### src/rtl/dmem_arbiter_if.sv
// Signal bundle between the data-memory arbiter, its two requesters and the memory.
// The arbiter binds the slave modport; the requester/memory side binds master.
interface dmem_arbiter_if #(
  parameter int ADDR_W = 10,
  parameter int DATA_W = 32
);
  // Handshake: a requester raises *_req and holds *_we/*_addr/*_wdata stable until
  // the cycle its *_gnt is high; that cycle the access is taken. A new request may
  // follow in the very next cycle. *_rvalid pulses once, 1 cycle after a read's gnt.
  logic              cpu_req;
  logic              cpu_we;
  logic [ADDR_W-1:0] cpu_addr;
  logic [DATA_W-1:0] cpu_wdata;
  logic              cpu_gnt;
  logic              cpu_rvalid;
  logic [DATA_W-1:0] cpu_rdata;
  logic              dbg_req;
  logic              dbg_we;
  logic [ADDR_W-1:0] dbg_addr;
  logic [DATA_W-1:0] dbg_wdata;
  logic              dbg_gnt;
  logic              dbg_rvalid;
  logic [DATA_W-1:0] dbg_rdata;
  logic              dbg_lock;
  logic              cpu_stall;
  logic              mem_en;
  logic              mem_we;
  logic [ADDR_W-1:0] mem_addr;
  logic [DATA_W-1:0] mem_wdata;
  logic [DATA_W-1:0] mem_rdata;

  modport slave (
    input  cpu_req, cpu_we, cpu_addr, cpu_wdata,
    input  dbg_req, dbg_we, dbg_addr, dbg_wdata, dbg_lock,
    input  mem_rdata,
    output cpu_gnt, cpu_rvalid, cpu_rdata, cpu_stall,
    output dbg_gnt, dbg_rvalid, dbg_rdata,
    output mem_en, mem_we, mem_addr, mem_wdata
  );

  modport master (
    output cpu_req, cpu_we, cpu_addr, cpu_wdata,
    output dbg_req, dbg_we, dbg_addr, dbg_wdata, dbg_lock,
    output mem_rdata,
    input  cpu_gnt, cpu_rvalid, cpu_rdata, cpu_stall,
    input  dbg_gnt, dbg_rvalid, dbg_rdata,
    input  mem_en, mem_we, mem_addr, mem_wdata
  );
endinterface

### src/rtl/dmem_arbiter.sv
// Round-robin arbiter sharing a single-port synchronous-read data memory between
// the CPU and the host loader, with a host lock mode (SHARED -> DRAIN -> LOCKED).
module dmem_arbiter #(
  parameter int ADDR_W = 10,
  parameter int DATA_W = 32
) (
  input  logic          clk,
  input  logic          rst,
  dmem_arbiter_if.slave bus,
  output logic [1:0]    o_fsm_state
);

  typedef enum logic [1:0] {
    ST_SHARED = 2'd0,
    ST_DRAIN  = 2'd1,
    ST_LOCKED = 2'd2
  } state_t;

  state_t            r_state;
  state_t            w_state_next;
  logic              r_last_dbg;
  logic              r_rd_valid;
  logic              r_rd_dbg;
  logic [DATA_W-1:0] r_cpu_rdata;
  logic [DATA_W-1:0] r_dbg_rdata;

  logic              w_cpu_ok;
  logic              w_dbg_ok;
  logic              w_cpu_gnt;
  logic              w_dbg_gnt;
  logic              w_gnt_any;
  logic              w_we;
  logic [ADDR_W-1:0] w_addr;
  logic [DATA_W-1:0] w_wdata;
  logic              w_cpu_rvalid;
  logic              w_dbg_rvalid;

  // Reset masks every request so nothing is granted or strobed in a reset cycle.
  assign w_cpu_ok  = bus.cpu_req & (r_state == ST_SHARED) & ~rst;
  assign w_dbg_ok  = bus.dbg_req & ~rst;
  assign w_cpu_gnt = w_cpu_ok & (~w_dbg_ok | r_last_dbg);
  assign w_dbg_gnt = w_dbg_ok & ~w_cpu_gnt;
  assign w_gnt_any = w_cpu_gnt | w_dbg_gnt;

  assign w_cpu_rvalid = ~rst & r_rd_valid & ~r_rd_dbg;
  assign w_dbg_rvalid = ~rst & r_rd_valid & r_rd_dbg;

  always_comb begin
    w_we    = 1'b0;
    w_addr  = '0;
    w_wdata = '0;
    if (w_cpu_gnt) begin
      w_we    = bus.cpu_we;
      w_addr  = bus.cpu_addr;
      w_wdata = bus.cpu_wdata;
    end else if (w_dbg_gnt) begin
      w_we    = bus.dbg_we;
      w_addr  = bus.dbg_addr;
      w_wdata = bus.dbg_wdata;
    end
  end

  always_comb begin
    w_state_next = r_state;
    case (r_state)
      ST_SHARED: if (bus.dbg_lock) w_state_next = ST_DRAIN;
      // CPU is never granted in DRAIN, so the only CPU read that can still be
      // outstanding returns during this cycle; LOCKED is safe on the next edge.
      ST_DRAIN:  w_state_next = bus.dbg_lock ? ST_LOCKED : ST_SHARED;
      ST_LOCKED: if (!bus.dbg_lock) w_state_next = ST_SHARED;
      default:   w_state_next = ST_SHARED;
    endcase
  end

  always_ff @(posedge clk) begin
    if (rst) begin
      r_state     <= ST_SHARED;
      r_last_dbg  <= 1'b1;
      r_rd_valid  <= 1'b0;
      r_rd_dbg    <= 1'b0;
      r_cpu_rdata <= '0;
      r_dbg_rdata <= '0;
    end else begin
      r_state    <= w_state_next;
      r_rd_valid <= w_gnt_any & ~w_we;
      r_rd_dbg   <= w_dbg_gnt;
      if (w_gnt_any) r_last_dbg <= w_dbg_gnt;
      if (w_cpu_rvalid) r_cpu_rdata <= bus.mem_rdata;
      if (w_dbg_rvalid) r_dbg_rdata <= bus.mem_rdata;
    end
  end

  always_comb begin
    bus.cpu_gnt    = w_cpu_gnt;
    bus.dbg_gnt    = w_dbg_gnt;
    bus.mem_en     = w_gnt_any;
    bus.mem_we     = w_we;
    bus.mem_addr   = w_addr;
    bus.mem_wdata  = w_wdata;
    bus.cpu_rvalid = w_cpu_rvalid;
    bus.dbg_rvalid = w_dbg_rvalid;
    bus.cpu_rdata  = w_cpu_rvalid ? bus.mem_rdata : r_cpu_rdata;
    bus.dbg_rdata  = w_dbg_rvalid ? bus.mem_rdata : r_dbg_rdata;
    bus.cpu_stall  = ~rst & ((bus.cpu_req & ~w_cpu_gnt) | (r_state != ST_SHARED));
    if (rst) begin
      bus.cpu_rdata = '0;
      bus.dbg_rdata = '0;
    end
  end

  assign o_fsm_state = r_state;

endmodule

### src/flat_wrapper.sv
// flat-port wrapper written by rule: the top's interface ports become plain ports
module dmem_arbiter_flat 
#(
  parameter int ADDR_W = 10,
  parameter int DATA_W = 32
)
  (clk, rst, o_fsm_state, bus_cpu_req, bus_cpu_we, bus_cpu_addr, bus_cpu_wdata, bus_dbg_req, bus_dbg_we, bus_dbg_addr, bus_dbg_wdata, bus_dbg_lock, bus_mem_rdata, bus_cpu_gnt, bus_cpu_rvalid, bus_cpu_rdata, bus_cpu_stall, bus_dbg_gnt, bus_dbg_rvalid, bus_dbg_rdata, bus_mem_en, bus_mem_we, bus_mem_addr, bus_mem_wdata);
  dmem_arbiter_if #(.ADDR_W(ADDR_W), .DATA_W(DATA_W)) bus_i ();
  input  logic clk;
  input  logic rst;
  output logic [1:0] o_fsm_state;
  input wire logic [$bits(bus_i.cpu_req)-1:0] bus_cpu_req;
  input wire logic [$bits(bus_i.cpu_we)-1:0] bus_cpu_we;
  input wire logic [$bits(bus_i.cpu_addr)-1:0] bus_cpu_addr;
  input wire logic [$bits(bus_i.cpu_wdata)-1:0] bus_cpu_wdata;
  input wire logic [$bits(bus_i.dbg_req)-1:0] bus_dbg_req;
  input wire logic [$bits(bus_i.dbg_we)-1:0] bus_dbg_we;
  input wire logic [$bits(bus_i.dbg_addr)-1:0] bus_dbg_addr;
  input wire logic [$bits(bus_i.dbg_wdata)-1:0] bus_dbg_wdata;
  input wire logic [$bits(bus_i.dbg_lock)-1:0] bus_dbg_lock;
  input wire logic [$bits(bus_i.mem_rdata)-1:0] bus_mem_rdata;
  output wire logic [$bits(bus_i.cpu_gnt)-1:0] bus_cpu_gnt;
  output wire logic [$bits(bus_i.cpu_rvalid)-1:0] bus_cpu_rvalid;
  output wire logic [$bits(bus_i.cpu_rdata)-1:0] bus_cpu_rdata;
  output wire logic [$bits(bus_i.cpu_stall)-1:0] bus_cpu_stall;
  output wire logic [$bits(bus_i.dbg_gnt)-1:0] bus_dbg_gnt;
  output wire logic [$bits(bus_i.dbg_rvalid)-1:0] bus_dbg_rvalid;
  output wire logic [$bits(bus_i.dbg_rdata)-1:0] bus_dbg_rdata;
  output wire logic [$bits(bus_i.mem_en)-1:0] bus_mem_en;
  output wire logic [$bits(bus_i.mem_we)-1:0] bus_mem_we;
  output wire logic [$bits(bus_i.mem_addr)-1:0] bus_mem_addr;
  output wire logic [$bits(bus_i.mem_wdata)-1:0] bus_mem_wdata;
  assign bus_i.cpu_req = bus_cpu_req;
  assign bus_i.cpu_we = bus_cpu_we;
  assign bus_i.cpu_addr = bus_cpu_addr;
  assign bus_i.cpu_wdata = bus_cpu_wdata;
  assign bus_i.dbg_req = bus_dbg_req;
  assign bus_i.dbg_we = bus_dbg_we;
  assign bus_i.dbg_addr = bus_dbg_addr;
  assign bus_i.dbg_wdata = bus_dbg_wdata;
  assign bus_i.dbg_lock = bus_dbg_lock;
  assign bus_i.mem_rdata = bus_mem_rdata;
  assign bus_cpu_gnt = bus_i.cpu_gnt;
  assign bus_cpu_rvalid = bus_i.cpu_rvalid;
  assign bus_cpu_rdata = bus_i.cpu_rdata;
  assign bus_cpu_stall = bus_i.cpu_stall;
  assign bus_dbg_gnt = bus_i.dbg_gnt;
  assign bus_dbg_rvalid = bus_i.dbg_rvalid;
  assign bus_dbg_rdata = bus_i.dbg_rdata;
  assign bus_mem_en = bus_i.mem_en;
  assign bus_mem_we = bus_i.mem_we;
  assign bus_mem_addr = bus_i.mem_addr;
  assign bus_mem_wdata = bus_i.mem_wdata;
  dmem_arbiter #(.ADDR_W(ADDR_W), .DATA_W(DATA_W)) u_core (.clk(clk), .rst(rst), .bus(bus_i), .o_fsm_state(o_fsm_state));
endmodule
### config.mk
export PLATFORM = sky130hd
export DESIGN_NAME = dmem_arbiter_flat
export DESIGN_NICKNAME = d
export VERILOG_FILES = /design/src/rtl/dmem_arbiter_if.sv /design/src/rtl/dmem_arbiter.sv /design/src/flat_wrapper.sv
export SDC_FILE = /design/constraint.sdc
export NUM_CORES = 1
export LEC_CHECK = 0
export ABC_AREA = 1
export BUFFER_PORTS_ARGS = -buffer_cell sky130_fd_sc_hd__buf_2
export CAP_MARGIN = 40
export CELL_PAD_IN_SITES_DETAIL_PLACEMENT = 1
export CELL_PAD_IN_SITES_GLOBAL_PLACEMENT = 2
export CORE_ASPECT_RATIO = 1.5
export CORE_UTILIZATION = 18
export DETAILED_ROUTE_END_ITERATION = 7
export HOLD_SLACK_MARGIN = 0.1
export PLACE_DENSITY = 0.77
export SLEW_MARGIN = 20
export SYNTH_ARGS = -nofsm -noshare
export SYNTH_HDL_FRONTEND = slang
export SYNTH_SLANG_ARGS = --single-unit
### constraint.sdc
create_clock -name clk -period 1.5 [get_ports clk]
set_input_delay 0.3 -clock clk [delete_from_list [all_inputs] [get_ports clk]]
set_output_delay 0.3 -clock clk [all_outputs]
set_load 0.005 [all_outputs]
==> impl_metrics.tcl <==
set metrics [dict create \
    outcome "complete, but fails checks" \
    failed_checks "negative setup slack" \
    finalMaxSlewViolations 0 \
    cellLeakagePower_nw 3.63 \
    coreArea_mm2 0.0163 \
    dr_total_vias 4247 \
    synth_cell_types 19 \
    fin_util 0.416 \
    cts_made_buffers 9 \
    fmax_mhz 531 \
    tritoncts "done" \
    hold_slack_ps 210 \
    critPathCaptureType "primary output" \
    cap_viol_max_count 0 \
    async_reset_ff_frac 0 \
    synthMuxAreaShare 0 \
    area_growth_pct 125 \
    place_congestion 0.756 \
    n_antenna_cell 0 \
    numPortBuffers 237 \
    route.detailed.drc 0 \
    synth_compound_area_frac 0.114 \
    clk-insertion-delay-late_ps 330 \
    ant_nets 0 \
    post-place-cells 898 \
    synth-edff-count 0 \
    grt_pass1_vias 4249 \
    grt_max_degree 31 \
    drt-wirelength-per-cell_um 16.9 \
    synth.area.top_cells "dfxtp_1 (46%), nand2_1 (32%), o21ai_1 (11%), buf_4 (2.2%), buf_6 (2.2%)" \
    clock_path_buffers 2 \
    ir_drop_mv 0.513 \
    clkTransAtPathRegs_ps 60 \
    antenna_found_initial 0 \
    io_pins 238 \
    holdPathStages 3 \
    cp.arrival_ps 1580 \
    clockRootBuffer "clkbuf_16" \
    ys_ff_latch 69 \
    synth_largest_type_area_fraction 0.458 \
    maxSlewHeadroom 0.742 \
    power_density_mw_per_mm2 837 \
    totalWireLength_um 16500 \
    grt_overflow_total 0 \
    hold_viol 0 \
    routed_via_density 4.36 \
    synth_fa_ha_area_frac 0 \
    synth-simple-area-share 0.346 \
    rsz0062_at_grt "yes" \
    start_util 0.185 \
    worst-r2r-cell-count 9 \
    clock_sinks 69 \
    dp_hpwl_um 8930 \
    dieArea_mm2 0.0173 \
    layout_commonest_cell "buf_2" \
    yosys_warnings 0 \
    fin_crit_sh 1.25 \
    track_usage 0.155 \
    cp.required_ps 1200 \
    fin_cells 975 \
    fin_nets 887 \
    tightest_slew_ps 385 \
    ys.flop_type "dfxtp_1" \
    synth_top_family_by_area "simple AND/OR/NAND/NOR gates" \
    dpl_worst_slack_ps -190 \
    layout_common_cells "buf_2 (232), nand2_1 (200), dfxtp_1 (65), buf_4 (47), o21ai_4 (38)" \
    ctsHoldBuffers 0 \
    syn_nets 571 \
    setup_viol 113 \
    drtIter0Drc 160 \
    num_rows 57 \
    hp-class "input port to flip-flop" \
    setup_ws_ps -382 \
    startpoint_type "flip-flop" \
    cp_max_fo 6 \
    synth_area_mm2 0.00302 \
    synthCells 448 \
    yosys.area.top_type "dfxtp_1" \
    grt_pass1_wl_um 21100 \
    die_w_um 108 \
    drive_gt1_frac 0.641 \
    synth_xor_area_frac 0 \
    drt_first_pass_iters 4 \
    critPathKind "flip-flop to primary output" \
    syn_avg_cell_area_um2 6.74 \
    htree_num_levels 3 \
    fin_crit_ps 1880 \
    ys_seq_area_frac 0.458 \
    clock_skew_ps 6.11 \
    die_h_um 161 \
]
[cells by family (layout without fill, tap and decap cells)]
kind of cell	Yosys count	after routing
flops	69	69
buf+inv	40	361
simple gates	271	271
compound gates	68	68
[report_power, final]
group	leakage, nW	switching [mW]	total (mW)	internal [mW]
combinational	2.90	0.672	1.34	0.669
clock	0.159	0.896	2.38	1.48
sequential	0.564	0.0363	1.97	1.93
total	3.63	1.60	5.69	4.08
[cell type report]
cell class,instances,area (um2)
well taps,206,258
multi-input cells,339,2290
repair buffers,330,2430
inverters,11,53.8
fillers,1958,9540
clock buffers,9,225
clock inverters,7,105
repair inverters,4,52.6
flip-flops and latches,69,1390
[layer usage]
layer | GRT usage | vias to the layer above | share of wire
li1 | - | 2039 | -
met1 | 0.159 | 2009 | 0.35
met2 | 0.310 | 183 | 0.59
met3 | 0.0280 | 16 | 0.054
met4 | 0.0411 | 0 | 0.013
met5 | 0 | - | 0
[what timing repair did]
action / 4_1_cts / 5_1_grt
buffers inserted: 19 / 26
pin swaps: 3 / 7
cloned: 8 / 14
setup endpoints to repair: 113 / 114
gates resized for setup: 102 / 164
[critical path, cell delays in order, from the launching register on]
cell,delay [ps]
dfxtp_4,350
inv_2,60
nor2_4,40
buf_6,120
buf_8,140
clkbuf_16,170
o21ai_2,220
buf_2,160
[stage by stage]
| stage | setup TNS [ps] | cell area (um2) | power [mW] |
|---|---|---|---|
| global placement | -9280 | 4610 | 2.82 |
| floorplan | 0 | 3020 | 2.34 |
| global route | -42080 | 6800 | 5.94 |
| detailed placement | -13500 | 4610 | 2.84 |
| CTS | -33040 | 5630 | 5.45 |
| finish | -32810 | 6800 | 5.69 |
[registers in the layout, indices dropped and copies added (netlist names)]
| signal | flops |
|---|---|
| u_core.r_rd_valid | 1 |
| u_core.r_rd_dbg | 1 |
| u_core.r_last_dbg | 1 |
| u_core.r_cpu_rdata | 32 |
| u_core.r_dbg_rdata | 32 |
| u_core.o_fsm_state | 2 |
[synthesized netlist by cell type (2+ instances only)]
cell     count
nand2_1    256
dfxtp_1     69
o21ai_1     64
buf_2       13
buf_4        9
inv_1        7
buf_6        6
nor2_1       5
nand2_2      4
nand3_1      3
a21oi_1      2
inv_2        2
nor2_2       2
[final timing paths]
check	end	slack, ps	from
setup / recovery	bus_dbg_rdata[12]	-380	u_core.r_rd_dbg
hold / removal	u_core.r_cpu_rdata[25]	210	bus_mem_rdata[25]
setup reg to reg	u_core.r_dbg_rdata[27]	50	u_core.r_rd_dbg
hold reg to reg	u_core.r_dbg_rdata[11]	470	u_core.r_dbg_rdata[11]
No activity file was read; power rests on OpenSTA's default activity.
